[src/rtl/lsl_pkg.sv]
// Shared constants and the per-bit stage shift helper for the pipelined LSL unit.
package lsl_pkg;

    localparam int   MAX_WIDTH = 64;
    localparam logic RESET_BIT = 1'b0;

    typedef logic [$clog2(MAX_WIDTH)-1:0] pos_t;

    function automatic int STAGES_OF(input int width);
        return $clog2(width);
    endfunction

    // Bit 'pos' of (data << 2^k) when sbit is set, else bit 'pos' of data.
    function automatic logic stage_shift(input logic [MAX_WIDTH-1:0] data,
                                         input logic                 sbit,
                                         input int                   k,
                                         input pos_t                 pos);
        int src;
        src = int'(pos) - (1 << k);
        if (!sbit)
            return data[pos];
        else if (src < 0)
            return 1'b0;
        else
            return data[pos_t'(src)];
    endfunction

endpackage

[src/rtl/lsl_pipe_if.sv]
// Operand/result handshake bundle for lsl_pipe; slave is the shifter side.
interface lsl_pipe_if #(parameter int WIDTH = 8);
  import lsl_pkg::*;

  localparam int STAGES = STAGES_OF(WIDTH);

  logic [WIDTH-1:0]  I;
  logic [STAGES-1:0] S;
  logic              I_VALID;
  logic              I_READY;
  logic [WIDTH-1:0]  O;
  logic              O_VALID;
  logic              O_READY;

  modport master (
    output I, S, I_VALID, O_READY,
    input  I_READY, O, O_VALID
  );

  modport slave (
    input  I, S, I_VALID, O_READY,
    output I_READY, O, O_VALID
  );

endinterface

[src/rtl/lsl_stage.sv]
// One shifter stage: shift by 2^K or pass, then register; 1 cycle latency.
// Holds its word while downstream stalls; ready is the local !valid || downstream-ready.
module lsl_stage
  import lsl_pkg::*;
#(
  parameter  int WIDTH  = 8,
  parameter  int K      = 0,
  localparam int STAGES = STAGES_OF(WIDTH)
) (
  input  logic              clk,
  input  logic              rst,
  input  logic [WIDTH-1:0]  up_dat,
  input  logic [STAGES-1:0] up_sh,
  input  logic              up_vld,
  output logic              up_rdy,
  output logic [WIDTH-1:0]  dn_dat,
  output logic [STAGES-1:0] dn_sh,
  output logic              dn_vld,
  input  logic              dn_rdy
);

  logic [MAX_WIDTH-1:0] up_wide;
  logic [WIDTH-1:0]     nxt_dat;

  assign up_wide = MAX_WIDTH'(up_dat);

  for (genvar i = 0; i < WIDTH; i++) begin : g_bit
    assign nxt_dat[i] = stage_shift(up_wide, up_sh[K], K, pos_t'(i));
  end

  assign up_rdy = !dn_vld || dn_rdy;

  always_ff @(posedge clk) begin
    if (rst) begin
      dn_dat <= {WIDTH{RESET_BIT}};
      dn_sh  <= '0;
      dn_vld <= 1'b0;
    end else if (up_rdy) begin
      dn_dat <= nxt_dat;
      dn_sh  <= up_sh;
      dn_vld <= up_vld;
    end
  end

endmodule

[src/rtl/lsl_pipe.sv]
// Pipelined logical shift left, one stage per shift bit; latency STAGES, 1 word/cycle.
// Full backpressure: ready ripples combinationally from O_READY back to I_READY, no skid buffer.
module lsl_pipe
  import lsl_pkg::*;
#(
  parameter int WIDTH = 8
) (
  input logic        CLK,
  input logic        RESET,
  lsl_pipe_if.slave  bus
);

  localparam int STAGES = STAGES_OF(WIDTH);

  logic [WIDTH-1:0]  dat [STAGES+1];
  logic [STAGES-1:0] sh  [STAGES+1];
  logic              vld [STAGES+1];

  assign dat[0] = bus.I;
  assign sh[0]  = bus.S;
  assign vld[0] = bus.I_VALID;

  // Ready nets live per generate block so the chain is not one self-referencing array.
  for (genvar k = 0; k < STAGES; k++) begin : g_stage
    logic rdy;
    logic dn_rdy;

    if (k == STAGES - 1) begin : g_last
      assign dn_rdy = bus.O_READY;
    end else begin : g_mid
      assign dn_rdy = g_stage[k+1].rdy;
    end

    lsl_stage #(
      .WIDTH (WIDTH),
      .K     (k)
    ) u_stage (
      .clk    (CLK),
      .rst    (RESET),
      .up_dat (dat[k]),
      .up_sh  (sh[k]),
      .up_vld (vld[k]),
      .up_rdy (rdy),
      .dn_dat (dat[k+1]),
      .dn_sh  (sh[k+1]),
      .dn_vld (vld[k+1]),
      .dn_rdy (dn_rdy)
    );
  end

  assign bus.I_READY = g_stage[0].rdy;
  assign bus.O       = dat[STAGES];
  assign bus.O_VALID = vld[STAGES];

endmodule

[src/flat_wrapper.sv]
// flat-port wrapper written by rule: the top's interface ports become plain ports
module lsl_pipe_flat import lsl_pkg::*;
#(
  parameter int WIDTH = 8
)
  (CLK, RESET, bus_I, bus_S, bus_I_VALID, bus_O_READY, bus_I_READY, bus_O, bus_O_VALID);
  lsl_pipe_if #(.WIDTH(WIDTH)) bus_i ();
  input logic CLK;
  input logic RESET;
  input wire logic [$bits(bus_i.I)-1:0] bus_I;
  input wire logic [$bits(bus_i.S)-1:0] bus_S;
  input wire logic [$bits(bus_i.I_VALID)-1:0] bus_I_VALID;
  input wire logic [$bits(bus_i.O_READY)-1:0] bus_O_READY;
  output wire logic [$bits(bus_i.I_READY)-1:0] bus_I_READY;
  output wire logic [$bits(bus_i.O)-1:0] bus_O;
  output wire logic [$bits(bus_i.O_VALID)-1:0] bus_O_VALID;
  assign bus_i.I = bus_I;
  assign bus_i.S = bus_S;
  assign bus_i.I_VALID = bus_I_VALID;
  assign bus_i.O_READY = bus_O_READY;
  assign bus_I_READY = bus_i.I_READY;
  assign bus_O = bus_i.O;
  assign bus_O_VALID = bus_i.O_VALID;
  lsl_pipe #(.WIDTH(WIDTH)) u_core (.CLK(CLK), .RESET(RESET), .bus(bus_i));
endmodule
[config.mk]
export PLATFORM = sky130hd
export DESIGN_NAME = lsl_pipe_flat
export DESIGN_NICKNAME = d
export VERILOG_FILES = /design/src/rtl/lsl_pkg.sv /design/src/rtl/lsl_pipe_if.sv /design/src/rtl/lsl_stage.sv /design/src/rtl/lsl_pipe.sv /design/src/flat_wrapper.sv
export SDC_FILE = /design/constraint.sdc
export NUM_CORES = 1
export LEC_CHECK = 0
export ABC_AREA = 0
export CELL_PAD_IN_SITES_DETAIL_PLACEMENT = 0
export CELL_PAD_IN_SITES_GLOBAL_PLACEMENT = 1
export CORE_ASPECT_RATIO = 1.75
export CORE_MARGIN = 2
export CORE_UTILIZATION = 25
export CTS_CLUSTER_DIAMETER = 40
export DETAILED_ROUTE_END_ITERATION = 16
export PLACE_DENSITY = 0.52
export SKIP_LAST_GASP = 1
export SLEW_MARGIN = 15
export SYNTH_ARGS = -nofsm -noshare
export SYNTH_HDL_FRONTEND = slang
export SYNTH_SLANG_ARGS = --single-unit
[constraint.sdc]
create_clock -name CLK -period 1.9 [get_ports CLK]
set_input_delay 0.475 -clock CLK [delete_from_list [all_inputs] [get_ports CLK]]
set_output_delay 0.475 -clock CLK [all_outputs]
set_load 0.1 [all_outputs]
Word-level counts from Yosys, hierarchy flattened
Cells that the tools add are included.
- register bits: 33
- output and inout port bits: 10
- reduce and logical (&&, ||, !) cells: 6
- mux-type cells: 24
- operators by type and width (operator ; count):
    1-bit two-way mux ; 24
    1-bit logical NOT ; 3
    1-bit logical OR ; 3

Logic depth before layout (Yosys ltp)
- depth in word-level cells: 4
- gate-level depth with buffers: 5
- gate-level depth less buffers: 3

Cells and area by module
From an unflattened synthesis, not the netlist that was laid out.
- cell total of the unflattened synthesis: 158
- area total of the unflattened synthesis: 1650.3 um^2
- by module, submodules not included (module ; area an instance (um^2) ; cells each ; seq. area each (um^2) ; instances):
    lsl_stage at u_core.g_stage[1].u_stage ; 563.0 ; 53 ; 240.2 ; 1
    lsl_stage at u_core.g_stage[2].u_stage ; 560.5 ; 53 ; 240.2 ; 1
    lsl_stage at u_core.g_stage[0].u_stage ; 526.8 ; 52 ; 240.2 ; 1

Worst setup path after synthesis
No wires, ideal clock.
- path type: flip-flop to output port
- start: register u_core.g_stage[2].u_stage.dn_vld
- end: output port bus_I_READY
- data required time: 1.425 ns
- path buffers: 1
- cell stages (with the launch flop): 3
- setup slack: -0.210 ns
- data arrival time: 1.635 ns
- cells stage by stage: dfxtp_1 nand4b_4 buf_6
- word-level cells in the longest chain between the ends: 4
- RTL lines (element ; RTL line ; RTL):
    start: declaration ; lsl_stage.sv:18 ; output logic dn_vld,
    start signal: assignment ; lsl_stage.sv:41 ; dn_vld <= up_vld;
    1-bit logical NOT ; lsl_stage.sv:31 ; assign up_rdy = !dn_vld || dn_rdy;
    1-bit logical OR (3 in series) ; lsl_stage.sv:31 ;
    end: declaration ; flat_wrapper.sv:14 ; output wire logic [$bits(bus_i.I_READY)-1:0] bus_I_READY;
No other way between the ends.

Final worst setup path
- start: input port bus_O_READY
- end: output port bus_I_READY
- word-level cells in the longest chain between the ends: 3
- RTL lines (element ; RTL line ; RTL):
    start: declaration ; flat_wrapper.sv:13 ; input wire logic [$bits(bus_i.O_READY)-1:0] bus_O_READY;
    1-bit logical OR (3 in series) ; lsl_stage.sv:31 ;
No other way between the ends.

==> out/results.tsv <==
metric	value	unit
status	completed	
Die H	101.3	microns
pwr/cell area	769.4	nW/um^2
Final Cycle Share	96.61	%
Synth Cell Area	1353	sq um
Area Growth Syn to Fin	31.73	%
number of CTS-inserted buffers	5	
syn nets	153	
WL final	2.655	mm
CP max FO	4	
clock sinks	30	
post-CTS sizing	0	
routed len/inst	12.64	microns
Least-Margin Pin Slew	454.4	ps
peak supply drop	0.3890	mV
die area	6037	sq um
Yosys reg bits	30	
Diodes inserted	0	
vias in the first global route	938	
Syn Area/Cell	9.801	sq um
Hold-fix buffers, CTS	0	
Seq/Total Area, Yosys	44.40	%
global-route wire length before repair	4.512	mm
Yosys warning count	0	
Leakage	0.0007263	uW
Post-Synthesis Cells	138	
Setup Fix Bufs, Post-CTS	0	
drt first pass iters	4	
DR vias/cell	4.690	
DR iter-0 viols	8	
Hold WC Path Type	reg -> reg	
I/O Buffers	24	
Synth area leaders	dfxtp_1 (44%), mux2i_1 (14%), a211oi_2 (6.5%)	
clk buf depth	2	
grt total ovfl	0	
crit end category	output pin	
total of max-cap violations	0	
count of cell types in the netlist	20	
Final Total Pwr	1371	uW
ys async rst share	0	%
largest net degree at the start of global routing	31	
IO Pins	25	
top-count cell post-synth	dfxtp_1	
final layout net count	170	
RSZ-0062 raised after global routing	false	
layout cells sized above 1	20.65	%
Crit path required time	1420	ps
Crit Path Category	in -> out	
Worst-Skew Late Latency	280	ps
CTS tree	built	
post-synth top area share	44.40	%
DP Wirelength	1.990	mm
CTS clk-pin slew, worst paths	60	ps
Fmax achieved	544.8	MHz
Yosys top cell by area	dfxtp_1	
Post-DRT Antenna Nets	0	
via count	985	
Die W	59.60	microns
Synth Flop Type	dfxtp_1	
min Tclk post-route	1836	ps
crit start category	primary input	
slew margin rel.	69.66	%
DRC	0	
GPL Wtd Cong	0.6635	
Finished Layout Cells	210	
top cells by count, synth	dfxtp_1 (30), nor2_1 (21), mux2i_1 (19)	
Total Neg Setup Slack	0	ps
Global Route Usage Sum	10.05	%
clock skew	4.684	ps
number of flops mapped to enable cells by yosys	0	
Site Rows	35	
Root Buffer	clkbuf_8	
Placed Cells incl. Taps	203	
initial antenna violation count	0	
Core Region	5255	sq um
arrival time of the worst setup path	1360	ps
H-tree Lvls	2	
setup violators final	0	
Hold Violations, Final	0	
initial core utilization	25.74	%
fin. max-slew vios	0	
## cells in the final DEF, fill, tap and decap left out, types with 3 or more instances in the layout
| master | n |
|---|---|
| mux2i_1 | 19 |
| a211oi_2 | 7 |
| clkdlybuf4s50_1 | 14 |
| a21oi_1 | 10 |
| buf_4 | 3 |
| nor2_1 | 21 |
| clkbuf_8 | 5 |
| dfxtp_1 | 29 |
| nand3b_1 | 7 |
| nand2_1 | 5 |
| buf_12 | 12 |
| a211oi_1 | 10 |
| nand3_1 | 3 |
## layout make-up
| type | instances | area (sq um) |
|---|---|---|
| fill | 558 | 3473 |
| clock buffer | 5 | 68.82 |
| sequential | 30 | 601.8 |
| multi-input combinational | 87 | 621.8 |
| timing repair buffer | 29 | 402.9 |
| inverter | 2 | 7.507 |
| tap | 55 | 68.82 |
| clock inverter | 2 | 10.01 |
## per-layer routing
layer | routed length, microns | global-route usage [%] | up-vias
met4 | 48 | 5.128 | 0
met5 | 0 | 0 | -
met3 | 147 | 3.193 | 6
met2 | 1438 | 17.58 | 27
li1 | - | - | 512
met1 | 1020 | 10.42 | 440
## power by group
part	total (uW)	internal (uW)	switching, uW
combinational	205	101	104
sequential	694	663	31.6
clock	471	245	226
total	1370	1010	362
## final timing paths
kind / start / to / slack (ps) / cells after the start
worst max-delay path: bus_O_READY / bus_I_READY / 60 / 3
worst min-delay path: u_core.g_stage[0].u_stage.dn_sh[2] / u_core.g_stage[1].u_stage.dn_sh[2] / 480 / 2
worst max register to register: u_core.g_stage[1].u_stage.dn_vld / u_core.g_stage[1].u_stage.dn_dat[4] / 690 / 3
worst min register to register: u_core.g_stage[0].u_stage.dn_sh[2] / u_core.g_stage[1].u_stage.dn_sh[2] / 480 / 2
## stage by stage
step                      cell area, sq um  hold WS (ps)  utilization [%]  worst slack [ps]
after global routing                  1782         502.6            33.90             33.19
after floorplan                       1354         432.3                -             198.9
after global placement                1703         463.6            32.40             76.95
after CTS                             1782         481.7            33.90             60.19
final                                 1782         476.7            33.90             64.41
after detailed placement              1703         471.1            32.40             75.57
## worst max-delay path, stage by stage
cell and delay, ps:
clkdlybuf4s50_1 520, nand4b_4 180, buf_12 180
## state kept, by name, indices dropped and copies added, names as in the netlist
name and count:
u_core.g_stage.u_stage.dn_dat 24, u_core.g_stage.u_stage.dn_sh 3, u_core.g_stage.u_stage.dn_vld 3
## cell families (layout without fill, tap and decap cells)
family | after synthesis | count (layout) | synth area share (%)
DFF | 30 | 30 | 44.40
AOI/OAI and AO/OA | 27 | 27 | 15.73
buffers and inverters | 21 | 38 | 9.620
and+or+nand+nor | 41 | 41 | 16.19
muxes | 19 | 19 | 14.06
No activity file was read; power rests on OpenSTA's default activity.
